$ cat config.mk
export PLATFORM = sky130hd
export DESIGN_NAME = sbox_column_sequencer
export DESIGN_NICKNAME = d
export VERILOG_FILES = /design/src/rtl/sbox_column_sequencer.sv
export SDC_FILE = /design/constraint.sdc
export NUM_CORES = 1
export LEC_CHECK = 0
export ABC_AREA = 1
export CAP_MARGIN = 25
export CORE_AREA = 2 2 254 256
export DETAILED_ROUTE_END_ITERATION = 7
export DIE_AREA = 0 0 256 258
export PLACE_DENSITY = 0.69
export SETUP_SLACK_MARGIN = 0.02
export SLEW_MARGIN = 25
export SYNTH_ARGS = -nofsm -noshare
export SYNTH_HDL_FRONTEND = slang
export SYNTH_SLANG_ARGS = --single-unit
$ cat constraint.sdc
create_clock -name i_clock -period 3.2 [get_ports i_clock]
set_clock_uncertainty 0.15 [all_clocks]
set_input_delay 0.8 -clock i_clock [delete_from_list [all_inputs] [get_ports i_clock]]
set_output_delay 0.8 -clock i_clock [all_outputs]
set_load 0.005 [all_outputs]
$ cat src/rtl/sbox_column_sequencer.sv
// sbox_column_sequencer: column-serial ASCON substitution layer, G_NUM_SBOX columns per cycle
package sbox_column_sequencer_pkg;
  localparam logic [0:31][4:0] C_LUT_SBOX = {
    5'h04, 5'h0b, 5'h1f, 5'h14, 5'h1a, 5'h15, 5'h09, 5'h02,
    5'h1b, 5'h05, 5'h08, 5'h12, 5'h1d, 5'h03, 5'h06, 5'h1c,
    5'h1e, 5'h13, 5'h07, 5'h0e, 5'h00, 5'h0d, 5'h11, 5'h18,
    5'h10, 5'h0c, 5'h01, 5'h19, 5'h16, 5'h0a, 5'h0f, 5'h17
  };
endpackage

module sbox_column_sequencer
  import sbox_column_sequencer_pkg::*;
#(
  parameter int G_NUM_SBOX = 8
) (
  input  logic         i_clock,
  input  logic         i_reset,
  input  logic         i_valid,
  output logic         o_ready,
  input  logic [319:0] i_state,
  output logic         o_valid,
  input  logic         i_ready,
  output logic [319:0] o_state,
  output logic         o_busy
);
  localparam int N = 64 / G_NUM_SBOX;
  localparam int CW = N > 1 ? $clog2(N) : 1;
  localparam logic [1:0] S_IDLE = 2'd0;
  localparam logic [1:0] S_RUN = 2'd1;
  localparam logic [1:0] S_DONE = 2'd2;
  if (G_NUM_SBOX < 1 || G_NUM_SBOX > 64 || (G_NUM_SBOX & (G_NUM_SBOX - 1)) != 0) begin : g_bad
    $error("G_NUM_SBOX must be one of 1, 2, 4, 8, 16, 32, 64");
  end
  logic [1:0] state;
  logic [CW-1:0] cnt;
  logic [4:0][63:0] w, nxt;
  logic [5:0] base;
  logic [5:0] col [G_NUM_SBOX];
  logic [4:0] sout [G_NUM_SBOX];
  logic last;
  assign base = 6'(int'(cnt) * G_NUM_SBOX);
  // w[4] is x0, so each column reads MSB-first as {x0,x1,x2,x3,x4}
  for (genvar k = 0; k < G_NUM_SBOX; k++) begin : g_sbox
    assign col[k] = base + 6'(k);
    assign sout[k] = C_LUT_SBOX[{w[4][col[k]], w[3][col[k]], w[2][col[k]], w[1][col[k]], w[0][col[k]]}];
  end
  always_comb begin
    nxt = w;
    for (int k = 0; k < G_NUM_SBOX; k++)
      for (int r = 0; r < 5; r++)
        nxt[r][col[k]] = sout[k][r];
  end
  assign last = cnt == CW'(N - 1);
  always_ff @(posedge i_clock) begin
    if (i_reset) begin
      state <= S_IDLE;
      cnt <= '0;
      w <= '0;
    end else begin
      case (state)
        S_IDLE:
          if (i_valid) begin
            w <= i_state;
            cnt <= '0;
            state <= S_RUN;
          end
        S_RUN: begin
          w <= nxt;
          cnt <= last ? '0 : cnt + 1'b1;
          state <= last ? S_DONE : S_RUN;
        end
        S_DONE:
          if (i_ready) state <= S_IDLE;
        default: state <= S_IDLE;
      endcase
    end
  end
  assign o_ready = state == S_IDLE;
  assign o_valid = state == S_DONE;
  assign o_busy = state == S_RUN || state == S_DONE;
  assign o_state = w;
endmodule

-- Yosys cells after proc, flatten, opt, wreduce, memory -nomap -nowiden
Memories as Yosys holds them, arrays and structs flattened.
Index checks and enable logic that the tools add are counted.
- bitwise gates (word level): 8
- add/sub/neg operators: 8
- eq/ne operators: 5
- multiplexer cells: 161
- reduce and logical (&&, ||, !) cells: 13
- magnitude comparators: 24
- operators by type and width (cell ; number):
    $bwmux W64 ; 40
    $pmux W320 S2 ; 1
    $mux W320 ; 1
    $bmux W1 S6 ; 35
    $mux W5 ; 16
    $lt A6 B7 Y1 const B ; 8
    $ge A6 B1 Y1 const B ; 8
    $ge A6 B6 Y1 const B ; 8
    $mux W1 ; 48
    $not A5 Y6 ; 8
    $demux W1 S6 ; 7
    $add A6 B3 Y6 const B ; 4
    $bmux W1 S3 ; 5
    $add A6 B2 Y6 const B ; 2
    $logic_and A1 B1 Y1 ; 8
    $add A6 B1 Y6 const B ; 1
    $mux W2 ; 3
    $mux W3 ; 2
    $pmux W2 S3 ; 1
    $pmux W3 S2 ; 1
    $reduce_and A2 Y1 ; 2
    $add A3 B1 Y3 const B ; 1
    $demux W1 S3 ; 1
    $eq A3 B3 Y1 const B ; 1
    7 further kinds ; 7
- logic and storage cells: 234
- bits in registers: 325
- memory bits (read-only): 1280
- input bits: 324
- memories: 8
- memory list (name ; depth ; width ; rd ports ; clocked after memory_dff ; wr ports ; RTL line ; text):
    (name not given) ; 32 ; 5 ; 1 ; 0 ; 0 ; 45 ; assign sout[k] = C_LUT_SBOX[{w[4][col[k]], w[3][col[k]], w[2][col[k]], w[1][col[k]], w[0][col[k]]}];
    (name not given) ; 32 ; 5 ; 1 ; 0 ; 0 ; 45 ;
    (name not given) ; 32 ; 5 ; 1 ; 0 ; 0 ; 45 ;
    (name not given) ; 32 ; 5 ; 1 ; 0 ; 0 ; 45 ;
    (name not given) ; 32 ; 5 ; 1 ; 0 ; 0 ; 45 ;
    (name not given) ; 32 ; 5 ; 1 ; 0 ; 0 ; 45 ;
    +2 memories ; -- ; -- ; -- ; -- ; -- ; -- ;

-- Logic depth before layout (Yosys ltp)
- word-level depth: 15
- mapped depth: 18
- depth with buffers taken out: 15

-- Worst setup path after synthesis
OpenSTA, ideal clock, no wires.
- path type: reg-to-reg
- from: register cnt[0]
- to: register w, in the netlist o_state[8]
- period minus slack after synthesis: 2.404 ns
- data arrival time: 2.184 ns
- stages on the path, launching flop included: 13
- buffers on the path: 3
- data required time: 2.980 ns
- slack: 0.796 ns
- cell sequence: dfxtp_1 -> buf_6 -> buf_6 -> buf_4 -> nor2_1 -> nor3_1 -> nor2_1 -> nand2_1 -> inv_2 -> ha_1 -> o211ai_1 -> nand3_1 -> a21oi_1
- longest elaborated chain between the ends: 15
- elaborated cells on any way between the ends: 168
- those cells by class: add/sub: 7; order compare: 16; mux: 121; bitwise: 8; reduce/logical: 8; memory: 8
- ends and longest elaborated chain (what ; RTL line ; text):
    from (decl) ; 35 ; logic [CW-1:0] cnt;
    from (signal assigned) ; 69 ; cnt <= last ? '0 : cnt + 1'b1;
    $add A6 B1 Y6 or $bmux W1 S3 (tied branches) ; 44, 45 ;
    $bmux W1 S6 or $mux W1 (tied branches) ; 45 ;
    $mux W1 (not written as such) or $not A5 Y6 (tied branches) ; 45 ;
    $not A5 Y6 (not written as such) or $mem_v2 Z32 W5 (tied branches) ; -- ;
    $mem_v2 Z32 W5 or $mux W5 (tied branches) ; -- ;
    $mux W5 (not written as such) ; 45 ;
    $mux W5 (not written as such) or $bwmux W64 (tied branches) ; 45, 51 ;
    $bwmux W64 (6 in a row) ; 51 ; nxt[r][col[k]] = sout[k][r];
    $bwmux W64 (*) ; 51 ;
    $pmux W320 S2 (*) ; 60 ; case (state)
    to (signal assigned) ; 63 ; w <= i_state;
    to (signal assigned) ; 68 ; w <= nxt;
    to (decl) ; 36 ; logic [4:0][63:0] w, nxt;
Mark *: on every way between the ends. The rest lies on a longest branch, timed or not. The select of a mux whose other input is x is not followed.
A chain may end at the register's enable or synchronous reset.

-- Worst setup path after layout
- from: register cnt[0]
- to: register w, in the netlist o_state[120]
The elaborated chain is that of the path after synthesis.

==> results <==
## Yosys cell counts
cell / n / area [um^2]
buf_2: 39 / 195
dfxtp_1: 325 / 6510
o21ai_1: 43 / 215
ha_1: 21 / 263
inv_1: 49 / 184
o21bai_1: 1 / 7.51
a21oi_2: 1 / 8.76
o211ai_2: 1 / 12.5
a21oi_1: 651 / 3260
nand4_1: 56 / 350
nor3_1: 3 / 15.0
a211oi_1: 4 / 30.0
clkbuf_1: 169 / 634
nand2_1: 903 / 3390
nand3b_1: 4 / 30.0
nand2_2: 24 / 150
o21ai_2: 1 / 8.76
nor2_1: 129 / 484
nand2_4: 6 / 67.6
o21ai_0: 323 / 1620
buf_1: 5 / 18.8
inv_2: 25 / 93.8
xnor2_4: 7 / 193
buf_4: 12 / 90.1
o211ai_1: 63 / 473
nand3_1: 188 / 941
buf_6: 13 / 146
nor2_2: 6 / 37.5
nand3_2: 12 / 120
## logic make-up after synthesis
logic type | after synthesis | share of synthesized area
adder cells (fa/ha/maj) | 21 | 0.0134
flip-flops | 325 | 0.333
AO/OA/AOI/OAI | 1088 | 0.288
XOR/XNOR | 7 | 0.00986
AND/OR/NAND/NOR | 1331 | 0.286
buffers and inverters | 312 | 0.0697
## layout make-up
class	count	area [um^2]	share of cell area
antenna	12	30.0	0.00105
clock buffer	59	1190	0.0416
clock inverter	10	164	0.00571
inverter	74	302	0.0105
multi-input combinational	2447	11800	0.412
sequential	325	6520	0.227
tap	855	1070	0.0373
timing repair buffer	752	7600	0.265
## power by group through the flow
stage	Combinational, mW	Sequential (mW)	Clock (mW)
floorplan	7.24	5.97	0
global placement	14.9	6.35	0
detailed placement	15.0	6.33	0
CTS	15.1	6.27	4.83
global route	16.2	6.40	5.00
finish	15.4	6.32	4.83
## flip-flops by register name, summed over array words and instances (netlist names)
register,count
state,2
cnt,3
o_state,320
## worst register-to-register path, stage by stage, from the launching register on
cell	delay, ps
dfxtp_4	380
inv_6	200
buf_4	220
buf_4	260
nand2_1	90
nand2_1	80
nand2_1	50
nand2_1	80
nand2_1	130
nand2_1	190
inv_2	70
nand2_1	140
nand2_4	160
xnor2_4	460
nand2_1	110
a21oi_1	160
## how the worst min path moves through the flow
stage / end / depth (start not counted) / slack [ps]
floorplan: state[1] / 2 / 330
global placement: state[0] / 2 / 360
detailed placement: state[0] / 2 / 380
CTS: state[0] / 2 / 390
global route: o_state[207] / 2 / 410
finish: state[0] / 2 / 380
## layout by cell type (no fill, tap or decap), types with 41 or more instances in the layout
cell             netlist  final
nor2_1               129    121
a21oi_1              651    645
o21ai_1               43     42
dfxtp_1              325    322
nand3_1              188    187
clkdlybuf4s50_1        0    646
buf_4                 12     78
nand4_1               56     56
nand2_1              903    902
clkbuf_16              0     41
o211ai_1              63     63
o21ai_0              323    323
## layer usage
| metal | GRT usage | routed length (um) | up-vias |
|---|---|---|---|
| li1 | - | - | 11686 |
| met1 | 0.436 | 46800 | 12285 |
| met2 | 0.540 | 53600 | 1904 |
| met3 | 0.0718 | 12100 | 342 |
| met4 | 0.166 | 5830 | 2 |
| met5 | 0 | 13 | - |
## per-stage QoR
stage / cell area [um^2] / hold slack [ps]
2_1_floorplan: 19500 / 329
3_3_place_gp: 27300 / 364
3_5_place_dp: 27300 / 377
4_1_cts: 28700 / 385
5_1_grt: 28700 / 412
6_report: 28700 / 384
==> impl_metrics.yaml <==
global_route:
  grtUsageTotal: 0.339
  vias_in_the_first_global_route: 24308
  grt_pass1_wl_um: 167000
  grt_max_degree: 159
  antenna_found_initial: 14
  globalRouteOverflowTotal: 0
sta:
  max_freq_mhz: 332
  unrepaired_setup_endpoints_after_global_routing: "false"
  final.min_clock_period_ps: 3010
  relSlewSlack: 0.438
  worstMarginPinSlew_ps: 842
  setup-tns-final_ps: 0
  timing.final.hold_violations: 0
  final-max-slew-violation-count: 0
  fin_crit_sh: 0.941
  finalWorstSetupSlack_ps: 188
  setup_failing_eps_final: 0
logic_synthesis:
  post_synth_num_cell_types: 29
  synth_sequential_area_ratio: 0.333
  post_synth_instance_area_mm2: 0.0195
  post_synth_inst_count: 3084
  ys_ff_latch: 325
  synth.avg_cell_area_um2: 6.34
  postSynthNetCount: 3429
  ys_warn_count: 0
cells_and_area:
  utilization: 0.451
  n_fill_cell: 6630
  design.final.nets: 3984
  layout-drive-gt1-share: 0.0761
  area_growth_syn_to_layout_pct: 46.9
  layout.cells.non_filler: 4534
critical_path:
  crit_family: "simple AND/OR/NAND/NOR gates"
  category_of_the_worst_setup_path_capture_point: "flip-flop"
  worst-path-buf-inv: 4
  critPathArrivalTime_ps: 3340
  regToRegSetupSlack_ps: 190
  worst-endpoint-required_ps: 3530
  worstPathCellList: "inv_6 -> buf_4 -> buf_4 -> nand2_1 -> nand2_1 -> nand2_1 -> nand2_1 -> nand2_1 -> nand2_1 -> inv_2 -> nand2_1 -> nand2_4 -> xnor2_4 -> nand2_1 -> a21oi_1"
  endpoint: "o_state[120]"
  reg_to_reg_startpoint: "cnt[0]"
  worstSetupStartpointType: "flip-flop"
  regToRegEndpoint: "o_state[120]"
  cpMaxStageDelayCell: "xnor2_4"
  criticalPathCategory: "reg -> reg"
  critical_path.startpoint: "cnt[0]"
  cp_slowest_stage_delay_ps: 460
  r2r_cells: 15
  path_common_cell: "nand2_1"
  critical_path_cell_count: 15
  critical_path_peak_fanout: 26
detailed_routing:
  viasPerCell: 5.78
  num_vias: 26219
  drt_first_pass_iters: 6
  antenna_left: 0
  post-route-drc-count: 0
  drt_wl_total_um: 118000
  routedWlPerCell_um: 26.1
  detail_route.iter0.violations: 3447
power_and_ir_drop:
  power.density_mw_per_mm2: 926
  sw_frac_of_total: 0.499
  power_switching_mw: 13.3
  total_power_mw: 26.6
  power_report.internal_total_mw: 13.3
  comb_power_share: 0.581
  vdd_drop_max_v: 0.000450
  power_leakage_nw: 11.4
  seqPwrFrac: 0.238
  clock_power_share: 0.182
clock_network:
  cts_inserted_buffers: 39
  max-clock-path-buffers: 3
  clock-root-buffer: "clkbuf_16"
  worst_skew_pair.late_latency_ps: 570
  cts_num_sinks: 325
  cts_tree: "done"
  clk_transition_reported_paths_ps: 60
  cts.htree.levels: 2
  postCtsHoldBufs: 0
  cts_resized: 0
  cts_post_setup_buffers_inserted: 0
status:
  run_status: "finished clean"
floorplan:
  fp.coreArea_mm2: 0.0636
  die_h_um: 258
  area_of_the_die_mm2: 0.0660
  effective_utilization_at_floorplan: 0.307
  num_io_pins: 647
  fp.dieW_um: 256
  rows: 93
place:
  routabilityCongestion: 0.941
  hpwl_um: 84100
  place_ws_ps: 32.2
  port_buffers: 646
  placedCellCount: 4453
worst_hold_path:
  worst_hold_startpoint: "state[0]"
  hold_class: "reg -> reg"
run:
  cap_viol_max_count: 0
Power figures use the tool's default switching activity.
